$ cat src/rtl/prbs_test_ctrl_if.sv
// Command/status bundle between the register bank, the PRBS sequencer and
// the generator/checker strobes.
//   master: drives start/abort, test_len/inj_beat, gen_beat, chk_beat/chk_err
//   slave : drives cfg_gen_en/cfg_chk_en/cfg_gen_err, busy, done, pass,
//           sync_fail, beat_cnt, err_cnt, state
interface prbs_test_ctrl_if #(
  parameter int unsigned REG_DW = 32
) ();
  logic              start;
  logic              abort;
  logic [REG_DW-1:0] test_len;
  logic [REG_DW-1:0] inj_beat;
  logic              gen_beat;
  logic              chk_beat;
  logic              chk_err;
  logic              cfg_gen_en;
  logic              cfg_chk_en;
  logic              cfg_gen_err;
  logic              busy;
  logic              done;
  logic              pass;
  logic              sync_fail;
  logic [REG_DW-1:0] beat_cnt;
  logic [REG_DW-1:0] err_cnt;
  logic [1:0]        state;

  modport master (
    output start, abort, test_len, inj_beat, gen_beat, chk_beat, chk_err,
    input  cfg_gen_en, cfg_chk_en, cfg_gen_err, busy, done, pass, sync_fail,
           beat_cnt, err_cnt, state
  );

  modport slave (
    input  start, abort, test_len, inj_beat, gen_beat, chk_beat, chk_err,
    output cfg_gen_en, cfg_chk_en, cfg_gen_err, busy, done, pass, sync_fail,
           beat_cnt, err_cnt, state
  );
endinterface

$ cat src/rtl/prbs_test_ctrl.sv
// PRBS test sequencer: on start enables generator and checker, waits for
// SYNC_LEN consecutive clean checker beats (or SYNC_TIMEOUT cycles), runs a
// measurement of test_len checker beats, optionally corrupts one generator
// beat, and reports pass/fail.
//   clk, rst_n : clock, asynchronous active-low reset
//   bus        : slave side of prbs_test_ctrl_if (commands, beat strobes,
//                reg_cfg enables, status and counters)
module prbs_test_ctrl #(
  parameter int unsigned REG_DW       = 32,
  parameter int unsigned SYNC_LEN     = 16,
  parameter int unsigned SYNC_TIMEOUT = 1024
) (
  input  logic            clk,
  input  logic            rst_n,
  prbs_test_ctrl_if.slave bus
);
  localparam int unsigned SR_W  = $clog2(SYNC_LEN + 1);
  localparam int unsigned TMO_W = $clog2(SYNC_TIMEOUT + 1);

  typedef enum logic [1:0] {
    S_IDLE = 2'd0,
    S_SYNC = 2'd1,
    S_RUN  = 2'd2,
    S_DONE = 2'd3
  } state_e;

  state_e            state_q, state_d;
  logic [REG_DW-1:0] test_len_q, test_len_d;
  logic [REG_DW-1:0] inj_beat_q, inj_beat_d;
  logic [REG_DW-1:0] beat_cnt_q, beat_cnt_d;
  logic [REG_DW-1:0] err_cnt_q, err_cnt_d;
  logic [REG_DW-1:0] gen_run_q, gen_run_d;
  logic [SR_W-1:0]   sync_run_q, sync_run_d;
  logic [TMO_W-1:0]  tmo_q, tmo_d;
  logic              inj_done_q, inj_done_d;
  logic              pass_q, pass_d;
  logic              sync_fail_q, sync_fail_d;
  logic              done_q, done_d;
  logic              gen_en_q, gen_en_d;
  logic              chk_en_q, chk_en_d;
  logic              busy_q, busy_d;
  logic              beat_v;
  logic              gen_err_c;

  // Checker beats only count while the checker is enabled.
  assign beat_v = bus.chk_beat & chk_en_q;

  // Marks the generator beat that must carry the injected error.
  assign gen_err_c = (state_q == S_RUN) && (inj_beat_q != '0) && !inj_done_q &&
                     (gen_run_q == (inj_beat_q - REG_DW'(1)));

  // State and result registers.
  always_ff @(posedge clk or negedge rst_n) begin
    if (!rst_n) begin
      state_q     <= S_IDLE;
      test_len_q  <= '0;
      inj_beat_q  <= '0;
      beat_cnt_q  <= '0;
      err_cnt_q   <= '0;
      gen_run_q   <= '0;
      sync_run_q  <= '0;
      tmo_q       <= '0;
      inj_done_q  <= 1'b0;
      pass_q      <= 1'b0;
      sync_fail_q <= 1'b0;
      done_q      <= 1'b0;
      gen_en_q    <= 1'b0;
      chk_en_q    <= 1'b0;
      busy_q      <= 1'b0;
    end else begin
      state_q     <= state_d;
      test_len_q  <= test_len_d;
      inj_beat_q  <= inj_beat_d;
      beat_cnt_q  <= beat_cnt_d;
      err_cnt_q   <= err_cnt_d;
      gen_run_q   <= gen_run_d;
      sync_run_q  <= sync_run_d;
      tmo_q       <= tmo_d;
      inj_done_q  <= inj_done_d;
      pass_q      <= pass_d;
      sync_fail_q <= sync_fail_d;
      done_q      <= done_d;
      gen_en_q    <= gen_en_d;
      chk_en_q    <= chk_en_d;
      busy_q      <= busy_d;
    end
  end

  // Next-state, counter and result decode.
  always_comb begin
    state_d     = state_q;
    test_len_d  = test_len_q;
    inj_beat_d  = inj_beat_q;
    beat_cnt_d  = beat_cnt_q;
    err_cnt_d   = err_cnt_q;
    gen_run_d   = gen_run_q;
    sync_run_d  = sync_run_q;
    tmo_d       = tmo_q;
    inj_done_d  = inj_done_q;
    pass_d      = pass_q;
    sync_fail_d = sync_fail_q;

    case (state_q)
      S_IDLE: begin
        if (bus.start && !bus.abort) begin
          state_d     = S_SYNC;
          test_len_d  = bus.test_len;
          inj_beat_d  = bus.inj_beat;
          beat_cnt_d  = '0;
          err_cnt_d   = '0;
          gen_run_d   = '0;
          sync_run_d  = '0;
          tmo_d       = '0;
          inj_done_d  = 1'b0;
          pass_d      = 1'b0;
          sync_fail_d = 1'b0;
        end
      end

      S_SYNC: begin
        if (bus.abort) begin
          state_d = S_IDLE;
          pass_d  = 1'b0;
        end else begin
          tmo_d = tmo_q + TMO_W'(1);
          if (beat_v) begin
            sync_run_d = bus.chk_err ? '0 : sync_run_q + SR_W'(1);
          end
          // Lock wins over a timeout landing in the same cycle.
          if (beat_v && !bus.chk_err && (sync_run_q == SR_W'(SYNC_LEN - 1))) begin
            state_d = S_RUN;
          end else if (tmo_q == TMO_W'(SYNC_TIMEOUT - 1)) begin
            state_d     = S_DONE;
            sync_fail_d = 1'b1;
            pass_d      = 1'b0;
          end
        end
      end

      S_RUN: begin
        if (bus.abort) begin
          state_d = S_IDLE;
          pass_d  = 1'b0;
        end else begin
          if (bus.gen_beat) begin
            gen_run_d = gen_run_q + REG_DW'(1);
            if (gen_err_c) inj_done_d = 1'b1;
          end
          if (beat_v) begin
            beat_cnt_d = beat_cnt_q + REG_DW'(1);
            if (bus.chk_err && (err_cnt_q != {REG_DW{1'b1}})) begin
              err_cnt_d = err_cnt_q + REG_DW'(1);
            end
            if ((test_len_q != '0) && (beat_cnt_d == test_len_q)) begin
              state_d = S_DONE;
              pass_d  = (inj_beat_q == '0) ? (err_cnt_d == '0) : (err_cnt_d != '0);
            end
          end
        end
      end

      S_DONE: begin
        state_d = S_IDLE;
        if (bus.abort) pass_d = 1'b0;
      end
    endcase

    gen_en_d = (state_d == S_SYNC) || (state_d == S_RUN);
    chk_en_d = gen_en_d;
    busy_d   = (state_d != S_IDLE);
    done_d   = (state_d == S_DONE);
  end

  assign bus.cfg_gen_en  = gen_en_q;
  assign bus.cfg_chk_en  = chk_en_q;
  assign bus.cfg_gen_err = gen_err_c;
  assign bus.busy        = busy_q;
  assign bus.done        = done_q;
  assign bus.pass        = pass_q;
  assign bus.sync_fail   = sync_fail_q;
  assign bus.beat_cnt    = beat_cnt_q;
  assign bus.err_cnt     = err_cnt_q;
  assign bus.state       = state_q;
endmodule
$ cat src/flat_wrapper.sv
// flat-port wrapper written by rule: the top's interface ports become plain ports
module prbs_test_ctrl_flat 
#(
  parameter int unsigned REG_DW       = 32,
  parameter int unsigned SYNC_LEN     = 16,
  parameter int unsigned SYNC_TIMEOUT = 1024
)
  (clk, rst_n, bus_start, bus_abort, bus_test_len, bus_inj_beat, bus_gen_beat, bus_chk_beat, bus_chk_err, bus_cfg_gen_en, bus_cfg_chk_en, bus_cfg_gen_err, bus_busy, bus_done, bus_pass, bus_sync_fail, bus_beat_cnt, bus_err_cnt, bus_state);
  prbs_test_ctrl_if #(.REG_DW(REG_DW)) bus_i ();
  input  logic clk;
  input  logic rst_n;
  input wire logic [$bits(bus_i.start)-1:0] bus_start;
  input wire logic [$bits(bus_i.abort)-1:0] bus_abort;
  input wire logic [$bits(bus_i.test_len)-1:0] bus_test_len;
  input wire logic [$bits(bus_i.inj_beat)-1:0] bus_inj_beat;
  input wire logic [$bits(bus_i.gen_beat)-1:0] bus_gen_beat;
  input wire logic [$bits(bus_i.chk_beat)-1:0] bus_chk_beat;
  input wire logic [$bits(bus_i.chk_err)-1:0] bus_chk_err;
  output wire logic [$bits(bus_i.cfg_gen_en)-1:0] bus_cfg_gen_en;
  output wire logic [$bits(bus_i.cfg_chk_en)-1:0] bus_cfg_chk_en;
  output wire logic [$bits(bus_i.cfg_gen_err)-1:0] bus_cfg_gen_err;
  output wire logic [$bits(bus_i.busy)-1:0] bus_busy;
  output wire logic [$bits(bus_i.done)-1:0] bus_done;
  output wire logic [$bits(bus_i.pass)-1:0] bus_pass;
  output wire logic [$bits(bus_i.sync_fail)-1:0] bus_sync_fail;
  output wire logic [$bits(bus_i.beat_cnt)-1:0] bus_beat_cnt;
  output wire logic [$bits(bus_i.err_cnt)-1:0] bus_err_cnt;
  output wire logic [$bits(bus_i.state)-1:0] bus_state;
  assign bus_i.start = bus_start;
  assign bus_i.abort = bus_abort;
  assign bus_i.test_len = bus_test_len;
  assign bus_i.inj_beat = bus_inj_beat;
  assign bus_i.gen_beat = bus_gen_beat;
  assign bus_i.chk_beat = bus_chk_beat;
  assign bus_i.chk_err = bus_chk_err;
  assign bus_cfg_gen_en = bus_i.cfg_gen_en;
  assign bus_cfg_chk_en = bus_i.cfg_chk_en;
  assign bus_cfg_gen_err = bus_i.cfg_gen_err;
  assign bus_busy = bus_i.busy;
  assign bus_done = bus_i.done;
  assign bus_pass = bus_i.pass;
  assign bus_sync_fail = bus_i.sync_fail;
  assign bus_beat_cnt = bus_i.beat_cnt;
  assign bus_err_cnt = bus_i.err_cnt;
  assign bus_state = bus_i.state;
  prbs_test_ctrl #(.REG_DW(REG_DW), .SYNC_LEN(SYNC_LEN), .SYNC_TIMEOUT(SYNC_TIMEOUT)) u_core (.clk(clk), .rst_n(rst_n), .bus(bus_i));
endmodule
$ cat config.mk
export PLATFORM = sky130hd
export DESIGN_NAME = prbs_test_ctrl_flat
export DESIGN_NICKNAME = d
export VERILOG_FILES = /design/src/rtl/prbs_test_ctrl_if.sv /design/src/rtl/prbs_test_ctrl.sv /design/src/flat_wrapper.sv
export SDC_FILE = /design/constraint.sdc
export NUM_CORES = 1
export LEC_CHECK = 0
export BUFFER_PORTS_ARGS = -buffer_cell sky130_fd_sc_hd__buf_2
export CAP_MARGIN = 5
export CORE_UTILIZATION = 46
export CTS_BUF_LIST = sky130_fd_sc_hd__clkbuf_16
export CTS_CLUSTER_SIZE = 24
export DETAILED_ROUTE_END_ITERATION = 6
export PLACE_DENSITY_LB_ADDON = 0.2
export REMOVE_ABC_BUFFERS = 1
export SYNTH_ARGS = -nofsm -noshare
export SYNTH_HDL_FRONTEND = slang
export SYNTH_SLANG_ARGS = --single-unit
$ cat constraint.sdc
create_clock -name clk -period 3.05 [get_ports clk]
set_input_delay 0.4575 -clock clk [delete_from_list [all_inputs] [get_ports clk]]
set_output_delay 0.4575 -clock clk [all_outputs]
set_load 0.02 [all_outputs]
After elaboration in Yosys (flattened, before gate mapping):

Cells that the tools add are included.

* multiplexer cells: 48
* reduce and logical (&&, ||, !) cells: 29
* bitwise operators: 1
* eq/ne operators: 25
* $add $sub $neg: 6

Operators by type and width (number)
* two-way mux 32 bit: 11
* case mux 32 bit (2 select lines): 3
* adder 32 x 1 -> 32 bit, second input constant: 3
* nonzero test 32 bit: 3
* equality test 32 bit: 2
* logical NOT 32 bit: 2
* != test 32 bit, second input constant: 1
* subtractor 32 x 1 -> 32 bit, second input constant: 1
* two-way mux 11 bit: 2
* case mux 11 bit (2 select lines): 1
* two-way mux 5 bit: 4
* two-way mux 1 bit: 15
* two-way mux 2 bit: 7
* != test 2 bit, second input constant: 6
* AND reduction 4 bit: 3
* adder 11 x 1 -> 11 bit, second input constant: 1
* equality test 11 x 10 -> 1 bit, second input constant: 1
* case mux 5 bit (2 select lines): 1
* AND reduction 5 bit: 2
* equality test 2 bit, second input constant: 4
* logical AND 1 bit: 8
* != test 2 x 1 -> 1 bit, second input constant: 4
* case mux 2 bit (4 select lines): 1
* != test 3 x 2 -> 1 bit, second input constant: 2
* other kinds (14): 21

* logic and storage cells: 123
* output and inout port bits: 73
* input bits: 71
* register bits: 184

Depth between registers and ports, before layout:

Gate-level depths: netlist (run 1).

* depth after elaboration: 12
* mapped depth: 13
* depth with buffers taken out: 12

Least setup slack after synthesis (run 1):

OpenSTA, ideal clock, no wires.

* kind: flip-flop to output port
* from: register u_core.inj_beat_q[9]
* to: output bus_cfg_gen_err
* data arrival time: 3.147 ns
* slack: -0.554 ns
* required time: 2.592 ns
* stages on the path, launching flop included: 11
* buffers on the path: 2
* cell sequence: dfrtp_1 or4_1 or4_1 buf_2 or3b_1 buf_2 xnor2_1 o32ai_1 a21oi_1 o21a_1 nor4_2

* word-level cells in the longest chain between the ends: 4
* elaborated cells on any way between the ends: 6
* those cells by class: add/sub: 1; eq/ne: 1; reduce/logical: 4

RTL lines
* start, declared: line prbs_test_ctrl.sv:29 `logic [REG_DW-1:0] inj_beat_q, inj_beat_d;`
* start signal, assigned: line prbs_test_ctrl.sv:73 `inj_beat_q <= inj_beat_d;`
* branches (longest 3 deep; another with subtractor 32 x 1 -> 32 bit)
* logical AND 1 bit (*): line prbs_test_ctrl.sv:49 `assign gen_err_c = (state_q == S_RUN) && (inj_beat_q != '0) && !inj_done_q &&`
* end, declared: line flat_wrapper.sv:21 `output wire logic [$bits(bus_i.cfg_gen_err)-1:0] bus_cfg_gen_err;`

Mark *: on every way between the ends.

Worst setup path after layout (run 1):

Ends and elaborated chain as after synthesis.

==> metrics.txt, run 1 <==
WL/cell 16.89 um; DRC errors left 0; vias per cell 5.679; Layout area overhead 28.82%; Fin Setup TNS -0.8459 ns; Die W 159.1 um; initial antenna violation count 0; Synth Instances 1409; Placed Instance Area 13710 um2; Hold Path Stages 3; YS warnings 0; max cap viols 0; synthesized flop and latch total 184; vias in the first global route 11000; final hold violation count 0; count leader, synth nand2_1; clock latency on the worst-skew pair 0.44 ns; worst clock skew 0.009426 ns; critical path endpoint category output port; reg2reg start u_core.inj_beat_q[9]$_DFFE_PN0P_; clock-pin slew on the worst setup and hold paths 0.07 ns; Setup CP Type reg -> out; Max VDD drop 0.3060 mV; measured slew at the worst slew-check pin 1.066 ns; met2 GRT Util 44.40%; startpoint types flip-flop; Routability Congestion 0.9397; Initial Utilization 46.80%; Slew Limit Fails 0; mapped cell area 11350 um2; FF-to-FF path depth 10; Chip Height 159.1 um; min Tclk post-route 3.859 ns; Filler cells 2195; Synth area leader dfrtp_1; antenna cells 0; Synth top area share 40.57%; unrepaired setup endpoints after global routing yes; CTS root buffer clkbuf_16; min-delay src bus_inj_beat[24]; Top FF cell, synth dfrtp_1; Worst Slack Setup Final -0.8095 ns; Final period util 126.5%; Max clock buf depth 2; setup slack, reg-to-reg -0.04 ns; grt met1 use 37.37%; CP arrival 3.40 ns; Sink Count 184; Post-Route WL 34310 um; TritonCTS clock tree built; Hold Path Class in -> reg; I/O pin total 144; Leak 6.825 nW; PwrDens 427.9 nW/um2; failing checks negative setup slack; DR vias 11540; Detail Route Antenna Nets 0; Total GRT Usage 27.44%; Max-slew headroom 28.64%; Place WS -0.5343 ns; Setup Viol. Count Final 2; HPWL after detailed placement 24730 um; met3 usage 3.855%; nets 1776; # rows 57; Initial DRC Count 923; first-pass GRT wire length 56140 um; Design Area, Final 14620 um2; TritonCTS buffer count 17; depth of the CTS H-tree 4; Core ar. 24250 um2; GRT overflow 0; Async SR Flop Fraction 100.0%; Hold WS 0.2011 ns; destination of the critical timing path bus_cfg_gen_err; share of layout cells above drive strength 1 25.35%; Post-synth EDFFs 0; critical path launch point u_core.inj_beat_q[9]$_DFFE_PN0P_; critical path required time 2.59 ns; FMAX 259.1 MHz; Yosys cell types 63; largest net degree at the start of global routing 107; Crit Path Max Fanout 6; status finished with violations; sequential fraction of the synthesis area 40.57%; die area 25300 um2; Synth top cells by count nand2_1 (319), dfrtp_1 (184), o21ai_0 (111); Synth area leaders dfrtp_1 (41%), nand2_1 (11%), xnor2_1 (5.3%); Buffers on Ports 143; DR pass1 iterations 5; gr busiest metal met2; Syn Area/Cell 8.054 um2; RR Endpoint u_core.inj_done_q$_DFFE_PN0P_
[worst max-delay path, cell delays in order, from the launching register on]
cell and delay (ns):
dfrtp_1 0.38, or4_4 0.54, or4_4 0.47, or3b_4 0.43, or3b_1 0.40, o211ai_2 0.08, a22o_1 0.14, nand4_1 0.13
nor4_4 0.19, buf_4 0.19
[where the power goes]
group | switching, W | internal [W] | leakage, nW
Clock | 0.00103 | 0.00121 | 0.278
Combinational | 0.000663 | 0.000542 | 4.08
Sequential | 0.000193 | 0.00262 | 2.46
Total | 0.00188 | 0.00437 | 6.82
[stage by stage]
step	utilization, %	instances	power, W
floorplan	-	1327	0.003481
global placement	56.56	1991	0.003966
detailed placement	56.56	1991	0.003998
CTS	59.61	2027	0.006260
global route	60.29	2032	0.006549
finish	60.29	2032	0.006255
[worst min path at each step]
stage / endpoint
after floorplan: u_core.bus.beat_cnt[0]$_DFFE_PN0P_
after CTS: u_core.inj_beat_q[24]$_DFFE_PN0P_
final: u_core.inj_beat_q[24]$_DFFE_PN0P_
after global placement: u_core.test_len_q[15]$_DFFE_PN0P_
after detailed placement: u_core.test_len_q[13]$_DFFE_PN0P_
after global routing: u_core.inj_beat_q[26]$_DFFE_PN0P_
[repair_timing]
action | in CTS | in global routing
pin swaps | 13 | 7
hold buffers | 1 | 0
resized for setup | 25 | 24
setup buffers | 3 | 5
hold endpoints to repair | 40 | 0
endpoints found under the setup margin | 7 | 7
[cell families (layout without fill, tap and decap cells)]
group           after synthesis  after routing  synth area share, %
buf+inv                     101            400                3.418
compound gates              267            267                14.49
fa+ha+maj                    10             10                1.103
xor+xnor                    129            129                9.956
flops                       184            184                40.57
simple gates                708            708                29.56
mux                          10             10               0.9041
[state kept, by name, indices dropped and copies added (netlist names), 2 cells and up]
signal               cells
u_core.bus.state         2
u_core.bus.beat_cnt     32
u_core.inj_beat_q       32
u_core.gen_run_q        32
u_core.bus.err_cnt      32
u_core.test_len_q       32
u_core.tmo_q            11
u_core.sync_run_q        5
[per-layer routing]
| metal | vias to the layer above | share of wire [%] |
|---|---|---|
| met2 | 402 | 47 |
| met5 | - | 0 |
| met1 | 5517 | 45 |
| met3 | 67 | 5.6 |
| met4 | 0 | 2.5 |
| li1 | 5553 | - |
[area by class of cell]
| class | count | area [um2] | area share [%] |
|---|---|---|---|
| repair buffers | 349 | 2330 | 15.94 |
| multi-input cells | 1124 | 6631 | 45.36 |
| well taps | 324 | 405.4 | 2.773 |
| clock buffers | 17 | 425.4 | 2.910 |
| flip-flops and latches | 184 | 4604 | 31.50 |
| clock inverters | 15 | 151.4 | 1.036 |
| inverters | 19 | 71.32 | 0.4878 |
[cells in the final DEF (no fill, tap or decap), types with 30 or more instances in the layout]
master / netlist / layout
nor2_1: 98 / 96
buf_4: 1 / 201
nor3_1: 35 / 32
dfrtp_1: 184 / 184
a21oi_1: 40 / 39
nand4_1: 52 / 52
nand3_1: 56 / 52
xnor2_1: 69 / 67
o21ai_0: 111 / 110
buf_2: 4 / 141
nand2_1: 319 / 317
xor2_1: 60 / 60
o31ai_1: 31 / 30
(Power assumes the default switching activity.)
==> run 2, diff against run 1 <==
--- a/config.mk
+++ b/config.mk
@@ -5,6 +5,7 @@
 export SDC_FILE = /design/constraint.sdc
 export NUM_CORES = 1
 export LEC_CHECK = 0
+export ABC_AREA = 1
 export BUFFER_PORTS_ARGS = -buffer_cell sky130_fd_sc_hd__buf_2
 export CAP_MARGIN = 5
 export CORE_UTILIZATION = 46
==> run 2 against run 1 <==
  * First-iteration DRC count shrank 3.1%
  * Critical endpoint unchanged
  * Maximum frequency is 24% higher
  * Cell count increased by 17%
  * Global-route usage up 0.39 points
  * Die area grew 7.8%
  * Utilization down 5.6 points
  * The run ends with negative hold slack, negative setup slack left
  * Critical path depth grew 6
  * Combinational power rose by 15%
  * Setup slack improved by 0.74 ns
  * Non-clock buffer count shrank 168
==> metrics.txt, run 2 <==
status finished with violations; failing checks negative hold slack, negative setup slack; switch share 34.62% (+4.5 points); Syn Area/Cell 6.544 um2 (-19%); Setup Viol. Count Final 1 (-1); Clk pwr share 35.0% (-0.8 points); CP arrival 2.66 ns (-0.74 ns); Sink Count 184 (unchanged); share of layout cells above drive strength 1 14.22% (-11 points); largest net degree at the start of global routing 72 (-33%); Layout area overhead 16.46%; DRC errors left 0 (unchanged); Synth area leaders dfrtp_1 (38%), nand2_1 (21%), nor2_1 (7.8%); Final period util 102.3% (-24 points); vias per cell 5.288 (-6.9%); clock latency on the worst-skew pair 0.45 ns (about the same); Total GRT Usage 27.83% (+0.39 points); Yosys cell types 49 (-22%); count leader, synth nand2_1; first-pass GRT wire length 59280 um (+5.6%); Core ar. 26060 um2 (+7.5%); FMAX 320.5 MHz (+24%); unrepaired setup endpoints after global routing yes; final hold violation count 1 (+1); Synth area leader dfrtp_1; startpoint types flip-flop; CTS root buffer clkbuf_16; Setup CP Type reg -> out; Detail Route Antenna Nets 0 (unchanged); Synth top area share 37.61% (-3.0 points); Post-synth EDFFs 0 (unchanged); most frequent cells in the layout nand2_1 (677), nor2_1 (243), inv_1 (190), dfrtp_1 (182), buf_2 (141); Initial DRC Count 894 (-3.1%); sequential fraction of the synthesis area 37.61% (-3.0 points); Chip Height 165.1 um (+3.8%); Slew Limit Fails 0 (unchanged); nets 2115 (+19%); Max VDD drop 0.3583 mV (+17%); worst clock skew 0.01175 ns (+0.002322 ns); switching power 0.002265 W (+20%); PwrDens 458.8 nW/um2 (+7.2%); vias in the first global route 11720 (+6.5%); Async SR Flop Fraction 100.0% (unchanged); Hold Path Class in -> async; Fin Setup TNS -0.07012 ns (+0.7758 ns); clock-pin slew on the worst setup and hold paths 0.08 ns (about the same); mapped cell area 12240 um2 (+7.9%); TritonCTS buffer count 17 (unchanged); antenna cells 0 (unchanged); min Tclk post-route 3.120 ns (-0.7394 ns); Die W 165.1 um (+3.8%); Pint 0.004277 W (-2.1%); Buffers on Ports 143 (unchanged); Max-slew headroom 31.24% (+2.6 points); WL/cell 15.47 um (-8.4%); critical path endpoint category output port; HPWL after detailed placement 27450 um (+11%); Post-Route WL 36840 um (+7.4%); Leak 6.895 nW (+1.0%); measured slew at the worst slew-check pin 1.031 ns (-0.03487 ns); number of hold buffers added after CTS 0 (-1); leading cell type in the layout, fill and taps excluded nand2_1; Synth Instances 1871 (+33%); Hold WS -0.007995 ns (-0.2091 ns); Top FF cell, synth dfrtp_1; Initial Utilization 46.98% (+0.18 points); DR vias 12600 (+9.2%); Crit Path Max Fanout 5 (-1); Max clock buf depth 2 (unchanged); share of power burned in combinational logic 21.3% (+2.0 points); max cap viols 0 (unchanged); initial antenna violation count 0 (unchanged); YS warnings 0 (unchanged); depth of the CTS H-tree 4 (unchanged); I/O pin total 144 (unchanged); # rows 59 (+3.5%); Routability Congestion 0.9891 (+5.3%); GRT overflow 0 (unchanged); synthesized flop and latch total 184 (unchanged); TritonCTS clock tree built; Synth top cells by count nand2_1 (682), nor2_1 (256), inv_1 (192); Worst Slack Setup Final -0.07012 ns (+0.7394 ns); die area 27270 um2 (+7.8%); critical path required time 2.59 ns (about the same); DR pass1 iterations 5 (unchanged); Reg power frac 43.7% (-1.2 points)
[run 2: layer usage]
layer / GRT usage [%] / part of all wire [%] / vias to the layer above
met2: 44.83 / 46 / 375
met3: 3.646 / 5.3 / 48
li1: - / - / 6296
met4: 8.090 / 2.0 / 0
met1: 38.84 / 47 / 5878
met5: 0 / 0 / -
[run 2: path summary, 6_finish.rpt]
path,startpoint,to,slack (ns),depth (start not counted)
setup / recovery,u_core.inj_beat_q[1]$_DFFE_PN0P_,bus_cfg_gen_err,-0.07,15
hold / removal,rst_n,u_core.bus.beat_cnt[18]$_DFFE_PN0P_,-0.008,1
setup reg to reg,u_core.bus.beat_cnt[1]$_DFFE_PN0P_,u_core.bus.cfg_gen_en$_DFF_PN0_,0.15,17
hold reg to reg,u_core.inj_done_q$_DFFE_PN0P_,u_core.inj_done_q$_DFFE_PN0P_,0.51,2
max in group asynchronous,rst_n,u_core.bus.err_cnt[6]$_DFFE_PN0P_,2.25,2
min in group clk,bus_inj_beat[12],u_core.inj_beat_q[12]$_DFFE_PN0P_,0.20,3
[run 2: worst max-delay path, stage by stage (launching register included)]
cell	delay, ns
dfrtp_1	0.39
inv_2	0.09
ha_4	0.16
nand2_4	0.08
nor2_4	0.18
buf_4	0.14
xor2_2	0.19
o22ai_1	0.09
nor2_1	0.13
nand2_1	0.06
nor2_1	0.14
nand3_1	0.10
nor2_1	0.10
nand3_1	0.10
nor2_2	0.12
buf_6	0.13
[run 2: metrics by stage]
step | util [%] | area [um2] | instances | power (W) | worst slack, ns
floorplan | - | 12070 | 1834 | 0.003707 | -1.213
CTS | 54.35 | 14160 | 2374 | 0.006537 | 0.0004579
finish | 54.72 | 14260 | 2382 | 0.006542 | -0.07012
detailed placement | 51.54 | 13430 | 2337 | 0.004185 | 0.2133
global placement | 51.54 | 13430 | 2337 | 0.004173 | 0.2329
global route | 54.72 | 14260 | 2382 | 0.006894 | -0.2144
[run 2: repair_timing]
item                       in CTS  in global routing
buffers inserted                5                  8
setup endpoints to repair       1                  3
resized for setup              28                  9
pin swaps                       8                  9
gates cloned                    0                  0
[run 2: area by class of cell]
class                      count  area [um2]
sequential                   184        4607
tap                          335       419.2
timing repair buffer         181        1054
clock buffer                  17       425.4
multi-input combinational   1449        6827
clock inverter                15       171.4
inverter                     201       755.7
fill                        2617       11800
[run 2: cells by family after synthesis]
kind of cell               share of synthesized area [%]
buffers and inverters                              7.593
adders and majority gates                          1.022
xor gates and xnor gates                           4.435
and+or+nand+nor                                    40.88
AOI/OAI and AO/OA                                  8.462
DFF                                                37.61
[run 2: power groups by stage]
stage	Sequential, W	Clock, W	Combinational (W)
floorplan	0.00284	0	0.000866
global placement	0.00289	0	0.00128
detailed placement	0.00290	0	0.00129
CTS	0.00285	0.00233	0.00135
global route	0.00289	0.00242	0.00159
finish	0.00286	0.00229	0.00139
